## config.mk

```make
export PLATFORM = sky130hd
export DESIGN_NAME = reset_sequencer
export DESIGN_NICKNAME = d
export VERILOG_FILES = /design/src/rtl/reset_sequencer.sv
export SDC_FILE = /design/constraint.sdc
export NUM_CORES = 1
export LEC_CHECK = 0
export CAP_MARGIN = 20
export CORE_UTILIZATION = 50
export DETAILED_ROUTE_END_ITERATION = 8
export DONT_BUFFER_PORTS = 1
export GPL_TIMING_DRIVEN = 0
export SLEW_MARGIN = 0
export SYNTH_ARGS = -nofsm -noshare
export SYNTH_HDL_FRONTEND = slang
export SYNTH_SLANG_ARGS = --single-unit
```

## constraint.sdc

```tcl
create_clock -name i_clk -period 3.05 [get_ports i_clk]
set_input_delay 0.61 -clock i_clk [delete_from_list [all_inputs] [get_ports i_clk]]
set_output_delay 0.61 -clock i_clk [all_outputs]
set_load 0.005 [all_outputs]
```

## src/rtl/reset_sequencer.sv

```systemverilog
// Downstream reset sequencer: stretches merged reset requests into a low pulse of at
// least MIN_LOW cycles, waits a settle window, then flags ready and counts completed sequences.
module reset_sequencer #(
  parameter int MIN_LOW       = 4,
  parameter int SETTLE_CYCLES = 2,
  parameter int CNT_W         = 8
) (
  input  logic             i_clk,
  input  logic             i_srst,
  input  logic             i_req,
  input  logic             i_sw_pulse,
  output logic             o_rst_n,
  output logic             o_ready,
  output logic             o_busy,
  output logic [CNT_W-1:0] o_count
);

  localparam int LO_W = (MIN_LOW > 1) ? $clog2(MIN_LOW) : 1;
  localparam int ST_W = (SETTLE_CYCLES > 1) ? $clog2(SETTLE_CYCLES) : 1;
  localparam logic [LO_W-1:0] LO_LAST = LO_W'(MIN_LOW - 1);
  localparam logic [ST_W-1:0] ST_LAST = ST_W'((SETTLE_CYCLES > 0) ? SETTLE_CYCLES - 1 : 0);
  localparam bit SKIP_SETTLE = (SETTLE_CYCLES == 0);

  typedef enum logic [1:0] {
    S_ASSERT = 2'd0,
    S_SETTLE = 2'd1,
    S_RUN    = 2'd2
  } state_t;

  state_t           state, state_nx;
  logic [LO_W-1:0]  lo_cnt, lo_cnt_nx;
  logic [ST_W-1:0]  st_cnt, st_cnt_nx;
  logic             rst_n_nx, ready_nx, busy_nx;
  logic [CNT_W-1:0] count_nx;
  logic             req;

  function automatic logic [CNT_W-1:0] sat_inc(input logic [CNT_W-1:0] v);
    return (&v) ? v : v + CNT_W'(1);
  endfunction

  assign req = i_req | i_sw_pulse;

  always_comb begin
    state_nx  = state;
    lo_cnt_nx = lo_cnt;
    st_cnt_nx = st_cnt;
    rst_n_nx  = o_rst_n;
    ready_nx  = o_ready;
    count_nx  = o_count;
    case (state)
      S_ASSERT: begin
        // A new request restarts the low window, so the pulse always ends MIN_LOW edges after the last one.
        if (req) begin
          lo_cnt_nx = '0;
        end else if (lo_cnt == LO_LAST) begin
          rst_n_nx = 1'b1;
          if (SKIP_SETTLE) begin
            state_nx = S_RUN;
            ready_nx = 1'b1;
            count_nx = sat_inc(o_count);
          end else begin
            state_nx  = S_SETTLE;
            st_cnt_nx = '0;
          end
        end else begin
          lo_cnt_nx = lo_cnt + LO_W'(1);
        end
      end
      S_SETTLE: begin
        if (req) begin
          state_nx  = S_ASSERT;
          lo_cnt_nx = '0;
          rst_n_nx  = 1'b0;
        end else if (st_cnt == ST_LAST) begin
          state_nx = S_RUN;
          ready_nx = 1'b1;
          count_nx = sat_inc(o_count);
        end else begin
          st_cnt_nx = st_cnt + ST_W'(1);
        end
      end
      S_RUN: begin
        if (req) begin
          state_nx  = S_ASSERT;
          lo_cnt_nx = '0;
          rst_n_nx  = 1'b0;
          ready_nx  = 1'b0;
        end
      end
      default: begin
        state_nx  = S_ASSERT;
        lo_cnt_nx = '0;
        rst_n_nx  = 1'b0;
        ready_nx  = 1'b0;
      end
    endcase
    busy_nx = (state_nx != S_RUN);
  end

  always_ff @(posedge i_clk) begin
    if (i_srst) begin
      state   <= S_ASSERT;
      lo_cnt  <= '0;
      st_cnt  <= '0;
      o_rst_n <= 1'b0;
      o_ready <= 1'b0;
      o_busy  <= 1'b1;
      o_count <= '0;
    end else begin
      state   <= state_nx;
      lo_cnt  <= lo_cnt_nx;
      st_cnt  <= st_cnt_nx;
      o_rst_n <= rst_n_nx;
      o_ready <= ready_nx;
      o_busy  <= busy_nx;
      o_count <= count_nx;
    end
  end

  // Output invariants the downstream stage relies on.
  a_low_pulse: assert property (@(posedge i_clk) disable iff (i_srst)
    $fell(o_rst_n) |-> !o_rst_n [*MIN_LOW]);
  a_ready_rst: assert property (@(posedge i_clk) disable iff (i_srst)
    o_ready |-> o_rst_n);
  a_busy_ready: assert property (@(posedge i_clk) disable iff (i_srst)
    o_busy == !o_ready);

endmodule

```

==> qor.log, run 1 <==
qor: clock_network.postCtsHoldBufs 0
qor: floorplan.initial_core_utilization 54.95%
qor: route.drt_iter0_markers 6
qor: hold_path.hp-class in -> reg
qor: clock_network.cts_buffers 3
qor: place.globalplace.congestion 0.7853
qor: clock_network.cts_resized 0
qor: power.cellInternalPower 0.0002581 W
qor: power.maximum_ir_drop_on_the_vdd_rail 274.1 uV
qor: yosys.syn_area_per_cell 8.916 sq um
qor: clock_network.clock_tree_from_tritoncts yes
qor: timing.final_max_slew_viol_count 0
qor: place.placed_area 867.1 sq um
qor: worst_setup_path.worstSetupStartpointType flop
qor: timing.rsz0062_at_grt no
qor: floorplan.design.die.area 1863 sq um
qor: job.max_cap_viol_count 0
qor: clock_network.post-cts-setup-buffers 0
qor: yosys.net_count_synth 106
qor: worst_setup_path.cp_data_required_time 3210 ps
qor: timing.fin_skew 2.730 ps
qor: timing.pin_slew_with_the_least_headroom_to_its_limit 485.4 ps
qor: timing.layout_min_cycle_time 1653 ps
qor: timing.slew-limit-headroom 67.52%
qor: floorplan.io-pin-count 15
qor: yosys.synth_largest_type_area_fraction 37.81%
qor: worst_setup_path.cp-end-kind flop
qor: yosys.yosysTopAreaCell sky130_fd_sc_hd__dfxtp_1
qor: final_layout.final_cell_mix 16 x sky130_fd_sc_hd__dfxtp_1, 10 x sky130_fd_sc_hd__nor2_1, 7 x sky130_fd_sc_hd__nand2_1, 7 x sky130_fd_sc_hd__ha_1, 6 x sky130_fd_sc_hd__a21oi_1
qor: power.comb_power_share 2.3%
qor: timing.report.final.setup_viol 0
qor: timing.final.period_utilization 54.20%
qor: yosys.synth.top_cells.by_area sky130_fd_sc_hd__dfxtp_1 38%, sky130_fd_sc_hd__ha_1 10%, sky130_fd_sc_hd__nor2_1 4.4%
qor: worst_setup_path.cp.arrival 1820 ps
qor: power.post-layout-total-power 0.0003275 W
qor: final_layout.post_route_cells_drive_above_1_share 6.122%
qor: route.viasPerCell 6.351
qor: global_routing.grt_pass1_wl 2.870 mm
qor: global_routing.grtUsageTotal 20.70%
qor: floorplan.number_of_cell_rows 14
qor: final_layout.num_antenna_cells 0
qor: route.drtAntennaViolNets 0
qor: clock_network.clk_latency 280 ps
qor: power.cellPowerDensity 368.1 nW/um^2
qor: yosys.synth-warning-count 0
qor: power.sequentialPowerShare 64.1%
qor: route.remaining_drc_errors 0
qor: timing.fmax 0.6049 GHz
qor: global_routing.grt_max_degree 11
qor: floorplan.total_core_area 1541 sq um
qor: worst_setup_path.crit_fanout 6
qor: floorplan.die_width 43.16 um
qor: place.detailedPlacementHpwl 1.283 mm
qor: clock_network.cts.sink_count 16
qor: clock_network.path_clk_slew 90 ps
qor: clock_network.clock_path_buffers 2
qor: yosys.yosysUniqueCellTypes 30
qor: timing.whs 389.6 ps
qor: power.power.share.switching 21.19%
qor: route.detailedRoute.firstPassIterationCount 6
qor: place.port_buffers 0
qor: yosys.postSynthRegisterBits 16
qor: final_layout.flow.area_growth_from_synthesis 5.022%
qor: worst_setup_path.timing_worst_setup_path_type reg -> reg
qor: final_layout.final_design_area_no_fill 889.6 sq um
qor: status.run_status completed
qor: global_routing.grt.overflow.total 0
qor: timing.finalHoldViolCount 0
qor: final_layout.nNetsFinal 111
qor: global_routing.grt_antenna_before_repair 0
qor: route.vias 724
qor: route.finalWirelength 1.662 mm
qor: clock_network.clock_tree.htree_level_count 1
qor: yosys.synth_cells 95
qor: final_layout.mostFrequentLayoutCell sky130_fd_sc_hd__dfxtp_1
qor: power.clock_power_share 33.6%
qor: route.wire_per_inst 14.58 um
qor: yosys.seq_area_frac_synth 37.81%
qor: floorplan.die_height 43.16 um
qor: global_routing.first_global_vias 676
qor: clock_network.root_buffer sky130_fd_sc_hd__clkbuf_4
qor: yosys.mappedNetlistArea 847.1 sq um
qor: timing.finalSetupTns 0 ps
qor: power.power_switching 0.00006940 W
qor: power.total_leakage_power 0.3251 nW
routing by layer:
| metal | wire length (um) | track usage (%) | vias up |
|---|---|---|---|
| met5 | 0 | 0 | - |
| met4 | 19 | 7.273 | 0 |
| met3 | 54 | 7.660 | 2 |
| met2 | 895 | 36.42 | 10 |
| met1 | 691 | 22.34 | 351 |
| li1 | - | - | 361 |
worst max-delay path, stage by stage (launching register included):
cell and delay (ps):
sky130_fd_sc_hd__dfxtp_1 440, sky130_fd_sc_hd__ha_1 260, sky130_fd_sc_hd__nand4bb_1 270, sky130_fd_sc_hd__a2111oi_2 340, sky130_fd_sc_hd__xnor2_1 170, sky130_fd_sc_hd__nor2_1 50
cell families after synthesis:
| logic type | Yosys count | share of synthesized area (%) |
|---|---|---|
| simple gates | 39 | 24.82 |
| buf+inv | 5 | 2.215 |
| mux | 3 | 3.545 |
| fa+ha+maj | 7 | 10.34 |
| xor+xnor | 3 | 3.102 |
| compound gates | 22 | 18.17 |
| flops | 16 | 37.81 |
final timing paths:
check / start / depth (start not counted) / slack, ps / to
setup / recovery: state[0] / 5 / 1400 / o_count[5]
hold / removal: i_sw_pulse / 1 / 390 / lo_cnt[1]
setup reg to reg: state[0] / 5 / 1400 / o_count[5]
hold reg to reg: o_rst_n / 2 / 470 / o_rst_n
power by group through the flow:
stage                     Combinational (W)  Sequential (W)  Clock [W]
after floorplan                  0.00000599        0.000215          0
after global placement           0.00000752        0.000215          0
after detailed placement         0.00000788        0.000215          0
after CTS                        0.00000790        0.000210   0.000112
after global routing             0.00000856        0.000210   0.000126
final                            0.00000763        0.000210   0.000110
synthesized netlist by cell type:
cell                        number
sky130_fd_sc_hd__nand4bb_1       1
sky130_fd_sc_hd__and4_1          2
sky130_fd_sc_hd__nor3_1          4
sky130_fd_sc_hd__xnor2_1         2
sky130_fd_sc_hd__a211oi_1        4
sky130_fd_sc_hd__a31oi_1         1
sky130_fd_sc_hd__nor4_1          4
sky130_fd_sc_hd__nand4_1         1
sky130_fd_sc_hd__a2111oi_2       1
sky130_fd_sc_hd__a211o_1         1
sky130_fd_sc_hd__or3b_1          1
sky130_fd_sc_hd__a21oi_1         6
sky130_fd_sc_hd__a21o_1          2
sky130_fd_sc_hd__and4bb_2        1
sky130_fd_sc_hd__a221oi_2        1
sky130_fd_sc_hd__or3_1           1
sky130_fd_sc_hd__nor2_1         10
sky130_fd_sc_hd__dfxtp_1        16
sky130_fd_sc_hd__nand3_1         4
sky130_fd_sc_hd__o21ai_0         4
sky130_fd_sc_hd__xor2_1          1
sky130_fd_sc_hd__o22ai_1         1
sky130_fd_sc_hd__mux2i_1         3
sky130_fd_sc_hd__and3_1          1
sky130_fd_sc_hd__and2_1          2
sky130_fd_sc_hd__inv_1           4
sky130_fd_sc_hd__nand2_1         7
sky130_fd_sc_hd__clkbuf_1        1
sky130_fd_sc_hd__ha_1            7
sky130_fd_sc_hd__a22oi_1         1
sequential cells by signal, indices dropped and copies added (netlist names):
signal / cells
st_cnt: 1
o_count: 8
o_rst_n: 1
lo_cnt: 2
state: 2
o_busy: 1
o_ready: 1
per-stage QoR:
| stage | instances | setup WS (ps) | util [%] |
|---|---|---|---|
| 2_1_floorplan | 95 | 1465 | - |
| 3_3_place_gp | 111 | 1382 | 56.25 |
| 3_5_place_dp | 111 | 1365 | 56.25 |
| 4_1_cts | 114 | 1356 | 57.71 |
| 5_1_grt | 114 | 1215 | 57.71 |
| 6_report | 114 | 1397 | 57.71 |
area by class of cell:
class / count / area [sq um]
Fill cell: 142 / 651.9
Multi-Input combinational cell: 74 / 508.0
Sequential cell: 16 / 320.3
Clock buffer: 3 / 22.52
Tap cell: 16 / 20.02
Inverter: 4 / 15.01
Buffer: 1 / 3.754
(Power assumes the default switching activity.)
==> run 2: changes to the inputs <==
--- a/config.mk
+++ b/config.mk
@@ -10,6 +10,7 @@
 export DETAILED_ROUTE_END_ITERATION = 8
 export DONT_BUFFER_PORTS = 1
 export GPL_TIMING_DRIVEN = 0
+export PLACE_DENSITY = 0.68
 export SLEW_MARGIN = 0
 export SYNTH_ARGS = -nofsm -noshare
 export SYNTH_HDL_FRONTEND = slang
==> constraint.sdc (replaced) <==
create_clock -name i_clk -period 1.5 [get_ports i_clk]
set_input_delay 0.3 -clock i_clk [delete_from_list [all_inputs] [get_ports i_clk]]
set_output_delay 0.3 -clock i_clk [all_outputs]
set_load 0.005 [all_outputs]
==> run 2 against run 1 <==
Against the previous run:
- clock power rose to 2.6 times the previous value
- sequential power grew 100%
- register-to-register slack lost 1400 ps
- via count increased by 1.8%
- critical path depth increased by 1
- routed wire length increased by 13%
- first-iteration DRC count rose to 5.0 times the previous value
- utilization grew 8.2 points
- flip-flop and latch count is the same
- total power increased by 120%
- setup slack worse by 1400 ps
- die area did not move
- critical endpoint is now o_count[6]
==> qor.log, run 2 (synthesis results as in run 1) <==
qor: status.run_status completed
qor: place.detailedPlacementHpwl 1.203 mm [-6.2%]
qor: final_layout.final_design_area_no_fill 1016 sq um [+14%]
qor: place.placed_area 867.1 sq um [unchanged]
qor: worst_setup_path.crit_path_start state[1]
qor: timing.pin_slew_with_the_least_headroom_to_its_limit 500.0 ps [+14.58 ps]
qor: clock_network.root_buffer sky130_fd_sc_hd__clkbuf_4
qor: job.max_cap_viol_count 0 [unchanged]
qor: global_routing.grt_max_degree 11 [unchanged]
qor: final_layout.nNetsFinal 112 [+0.90%]
qor: route.remaining_drc_errors 0 [unchanged]
qor: clock_network.clock_tree.htree_level_count 1 [unchanged]
qor: power.total_leakage_power 0.3550 nW [+9.2%]
qor: worst_setup_path.startpoint_of_the_worst_register_to_register_path state[1]
qor: floorplan.initial_core_utilization 54.95% [unchanged]
qor: floorplan.die_height 43.16 um [unchanged]
qor: clock_network.cts.sink_count 16 [unchanged]
qor: worst_setup_path.critical_path.cell_chain inv_4, ha_4, nand4bb_4, buf_12, nor4_1, a211oi_1
qor: worst_setup_path.cp.arrival 1650 ps [-170 ps]
qor: timing.rsz0062_at_grt yes
qor: worst_setup_path.cp-end-kind flop
qor: timing.final_max_slew_viol_count 0 [unchanged]
qor: hold_path.whs_path_depth 1 [unchanged]
qor: final_layout.fillCellCount 141 [-0.70%]
qor: final_layout.largest_reg_flops 8 [unchanged]
qor: worst_setup_path.ff2ff_setup_slack 10 ps [-1390 ps]
qor: timing.slew-limit-headroom 66.55% [-0.98 points]
qor: clock_network.cts_buffers 3 [unchanged]
qor: worst_setup_path.worst_path_largest_cell_delay 360 ps [-80 ps]
qor: floorplan.number_of_cell_rows 14 [unchanged]
qor: floorplan.die_width 43.16 um [unchanged]
qor: worst_setup_path.setup.worst_path.end o_count[6]
qor: final_layout.final_cell_mix 12 x sky130_fd_sc_hd__dfxtp_1, 9 x sky130_fd_sc_hd__nor2_1, 7 x sky130_fd_sc_hd__nand2_1, 6 x sky130_fd_sc_hd__a21oi_1
qor: clock_network.clk_latency 290 ps [about the same]
qor: floorplan.design.die.area 1863 sq um [unchanged]
qor: global_routing.grt.overflow.total 0 [unchanged]
qor: clock_network.path_clk_slew 90 ps [about the same]
qor: timing.final.period_utilization 99.27% [+45 points]
qor: route.detailedRoute.firstPassIterationCount 4 [-2]
qor: route.viasPerCell 6.353 [about the same]
qor: hold_path.hp-class in -> reg
qor: floorplan.total_core_area 1541 sq um [unchanged]
qor: final_layout.flow.area_growth_from_synthesis 19.94%
qor: route.drt_iter0_markers 30 [+24]
qor: final_layout.largestRegisters o_count: 8 flops, lo_cnt: 2 flops, state: 2 flops
qor: final_layout.mostFrequentLayoutCell sky130_fd_sc_hd__dfxtp_1
qor: timing.finalHoldViolCount 0 [unchanged]
qor: global_routing.grt_pass1_wl 3.111 mm [+8.4%]
qor: clock_network.clock_tree_from_tritoncts yes
qor: timing.fmax 0.6715 GHz [+11%]
qor: route.finalWirelength 1.876 mm [+13%]
qor: route.drtAntennaViolNets 0 [unchanged]
qor: power.cellPowerDensity 712.6 nW/um^2 [+94%]
qor: worst_setup_path.critical_path.slowest_cell sky130_fd_sc_hd__dfxtp_2
qor: clock_network.clock_path_buffers 2 [unchanged]
qor: global_routing.grtUsageTotal 22.51% [+1.8 points]
qor: worst_setup_path.worst_r2r_path_depth 6 [+1]
qor: global_routing.first_global_vias 687 [+1.6%]
qor: worst_setup_path.timing_worst_setup_path_type reg -> reg
qor: worst_setup_path.r2r-end o_count[6]
qor: worst_setup_path.crit_fanout 5 [-1]
qor: worst_setup_path.worstSetupStartpointType flop
qor: final_layout.post_route_cells_drive_above_1_share 22.00% [+16 points]
qor: route.wire_per_inst 16.17 um [+11%]
qor: timing.layout_min_cycle_time 1489 ps [-164.1 ps]
qor: route.vias 737 [+1.8%]
qor: place.globalplace.congestion 0.7861 [+0.10%]
qor: power.maximum_ir_drop_on_the_vdd_rail 689.4 uV [+150%]
qor: timing.setup_slack_of_the_critical_path_after_layout 10.88 ps [-1386 ps]
qor: worst_setup_path.cp_data_required_time 1660 ps [-1550 ps]
qor: timing.report.final.setup_viol 0 [unchanged]
qor: floorplan.io-pin-count 15 [unchanged]
qor: place.port_buffers 0 [unchanged]
qor: final_layout.top_register o_count
qor: timing.fin_skew 4.013 ps [+1.283 ps]
qor: global_routing.grt_antenna_before_repair 0 [unchanged]
qor: final_layout.num_antenna_cells 0 [unchanged]
qor: place.detailedPlace.worstSlack -169.1 ps [-1534 ps]
qor: final_layout.final_core_utilization 65.91% [+8.2 points]
-- run 2: cell type report --
cell class,count,area [sq um],share of cell area (%)
buffer,1,3.754,0.3695
clock buffer,4,36.28,3.571
inverter,4,17.52,1.724
multi-input combinational,74,590.6,58.13
sequential,16,327.8,32.27
tap,16,20.02,1.970
timing repair buffer,1,20.02,1.970
-- run 2: worst min-delay path by stage --
stage	from	endpoint	slack, ps
after floorplan	i_sw_pulse	lo_cnt[0]	380
after global placement	i_sw_pulse	lo_cnt[0]	380
after detailed placement	i_srst	o_count[4]	380
after CTS	i_sw_pulse	lo_cnt[1]	70
after global routing	i_sw_pulse	lo_cnt[1]	60
final	i_sw_pulse	lo_cnt[1]	80
-- run 2: power by group --
part	internal, W	switching (W)
Clock	0.000148	0.000134
Sequential	0.000424	0.00000100
Combinational	0.00000748	0.00000991
-- run 2: critical path, delay by kind of cell (launching register included) --
family | cells | cell delay (ps)
flops | 1 | 360
simple gates | 2 | 450
compound gates | 1 | 120
buf+inv | 2 | 250
fa+ha+maj | 1 | 170
-- run 2: what timing repair did --
action                                  CTS  global route
pin swaps                                 1             4
hold buffers                              0             0
buffers inserted                          0             1
endpoints found under the setup margin    9            12
resized for setup                         8            13
-- run 2: layer usage --
metal	global-route usage (%)	wire length, um	vias up
met5	0	0	-
met1	32.02	856	347
met3	7.660	121	2
li1	-	-	363
met2	32.54	884	25
met4	5.455	14	0
-- run 2: per-stage QoR --
step                      power (W)  TNS, ps  std cells  hold WS (ps)
after floorplan           0.0004488        0         95         376.4
after global placement    0.0004519   -399.2        111         378.6
after detailed placement  0.0004521   -685.3        111         381.3
after CTS                 0.0007306   -1.024        115         69.95
after global routing      0.0007499   -153.8        116         59.89
final                     0.0007239        0        116         75.02
==> RTL change, RTL diff (flow settings as in run 2) <==
Reset style: asynchronous (`i_srst`), changed in one clocked block.
--- a/src/rtl/reset_sequencer.sv
+++ b/src/rtl/reset_sequencer.sv
@@ -97,7 +97,7 @@
     busy_nx = (state_nx != S_RUN);
   end
 
-  always_ff @(posedge i_clk) begin
+  always_ff @(posedge i_clk or posedge i_srst) begin
     if (i_srst) begin
       state   <= S_ASSERT;
       lo_cnt  <= '0;
Formal check against the unedited RTL: differs if i_srst is asserted again (counterexample within 10 cycles, from zero or initial values and one cycle with i_srst high); with i_srst held inactive, the same outputs for 10 cycles.
==> RTL change against run 2 <==
The run now ends with negative setup slack left. Count of clock-buffer cells in the layout unchanged. Wire length decreased by 13%. Area after synthesis grew 8.6%. Clock skew shrank 1.2 ps. Critical path type unchanged. Worst setup slack lost 51 ps. Cell area rose by 6.5%. Global-route usage is 3.9 points lower. Sequential share of layout area increased by 5.1 points. Sequential cell count unchanged.
Power is not compared: it rests on default switching activity, and its combinational part moved more than twofold at a synthesized area within 25%.
==> RTL change: results (changes against run 2) <==
[worst_setup_path]
worstPathMaxFanout=4  ; was 5
r2r-end=o_count[5]$_DFFE_PP0P_  ; was o_count[6]$_SDFFE_PP0P_
cpPeakStageDelay_ps=400  ; was 360 ps
arrival_ps=1710  ; was 1650 ps
crit_slowest_cell=dfrtp_1  ; was dfxtp_2
worstSetupStartpoint=state[1]$_DFF_PP0_  ; was state[1]$_SDFF_PP0_

[grt]
grt_pass1_wl_um=2650  ; was 3110 µm
grt.total_usage_pct=18.6  ; was 22.5%
grt_pass1_vias=599  ; was 687
grt_max_degree=17  ; was 11

[synthesis]
synthTopCellsByCount=15 x dfrtp_1, 7 x ha_1, 7 x inv_1, 7 x nand2_1  ; was 16 x dfxtp_1, 10 x nor2_1, 7 x ha_1, 7 x nand2_1, 6 x a21oi_1
ys_seq_area_share_pct=43.7  ; was 37.8%
synth_top_cell_area_share_pct=40.8  ; was 37.8%
synth-async-reset-ratio_pct=100  ; was 0%
synth.distinct_cells=34  ; was 30
synth-main-ff-cell=dfrtp_1  ; was dfxtp_1
syn_nets=101  ; was 106
synth_area_leaders=dfrtp_1 41%, ha_1 9.5%, a21oi_1 3.3%  ; was dfxtp_1 38%, ha_1 10%, nor2_1 4.4%

[min_path]
hp-start=i_req  ; was i_sw_pulse
worstHoldEndpoint=lo_cnt[1]$_DFFE_PP0P_  ; was lo_cnt[1]$_SDFFE_PP0P_

[finish]
syn2layout_area_growth_pct=17.7  ; was 19.9%
final_net_count=114  ; was 112
drive_gt1_share_pct=28.4  ; was 22.0%

[drt]
vias=673  ; was 737
avgRoutedWirePerCell_um=12.8  ; was 16.2 µm

[timing]
final-setup-viol-count=5  ; was 0
relSlewSlack_pct=61.8  ; was 66.5%
fin_ws_ps=-40.3  ; was 10.9 ps
holdWs_ps=74.0  ; was 75.0 ps

[status]
violations=negative setup slack
run_status=complete, but fails checks  ; was completed

## RTL change: stage by stage
step,total power [W],instances,area (µm²),TNS (ps),worst slack [ps]
finish,0.00103,127,1080,-124,-40.3
global route,0.00111,127,1080,-419,-98.9
CTS,0.00105,126,1070,-157,-48.5
detailed placement,0.000769,115,968,-642,-194
global placement,0.000759,115,968,-561,-177
floorplan,0.000719,90,937,-115,-63.3
## RTL change: cells by family (layout without fill, tap and decap cells)
| family | count (synthesis) | in the layout | synth area share [%] |
|---|---|---|---|
| and+or+nand+nor | 30 | 30 | 20.8 |
| xor gates and xnor gates | 3 | 3 | 2.86 |
| buffers and inverters | 8 | 20 | 3.27 |
| DFF | 16 | 16 | 43.7 |
| adders and majority gates | 7 | 7 | 9.52 |
| AOI/OAI and AO/OA | 22 | 22 | 14.6 |
| muxes | 4 | 4 | 5.31 |
## RTL change: critical path: cells and delay by family, from the launching register on
family / cells / cell delay, ps
adder cells (fa/ha/maj): 1 / 140
buffers and inverters: 1 / 90
multiplexers: 1 / 300
flip-flops: 1 / 400
AND/OR/NAND/NOR: 3 / 510
## RTL change: worst max path at each step
stage                     cells after the start  slack, ps                endpoint
after detailed placement                      6       -190        o_busy$_DFF_PP1_
final                                         6        -40  o_count[5]$_DFFE_PP0P_
after global routing                          6       -100  o_count[5]$_DFFE_PP0P_
after global placement                        6       -180        o_busy$_DFF_PP1_
after floorplan                               6        -60  o_count[5]$_DFFE_PP0P_
after CTS                                     6        -50  o_count[7]$_DFFE_PP0P_
## RTL change: layer usage
layer	routed length [µm]	up-vias	track usage, %
met3	89	2	8.80
met2	733	15	25.9
met1	789	311	25.8
li1	-	345	-
met5	0	-	0
met4	12	0	5.45
## RTL change: final cells by class
| class | count | area, µm² | share of cell area [%] |
|---|---|---|---|
| inverters | 7 | 26.3 | 2.43 |
| clock buffers | 4 | 26.3 | 2.43 |
| well taps | 25 | 31.3 | 2.89 |
| flip-flops and latches | 16 | 404 | 37.3 |
| multi-input cells | 66 | 524 | 48.4 |
| repair buffers | 9 | 70.1 | 6.47 |
## RTL change: what timing repair did
item	CTS	global route
endpoints found under the setup margin	5	8
buffers inserted	7	1
cloned	0	0
hold buffers	1	0
hold endpoints to repair	15	0
pin swaps	1	1
resized for setup	5	1
## RTL change: power breakdown
part	leakage [nW]	total, W	switching (W)	internal, W
clock	0.0150	0.000224	0.000120	0.000103
combinational	0.245	0.000287	0.000143	0.000143
sequential	0.215	0.000520	0.0000403	0.000479
total	0.475	0.00103	0.000304	0.000726
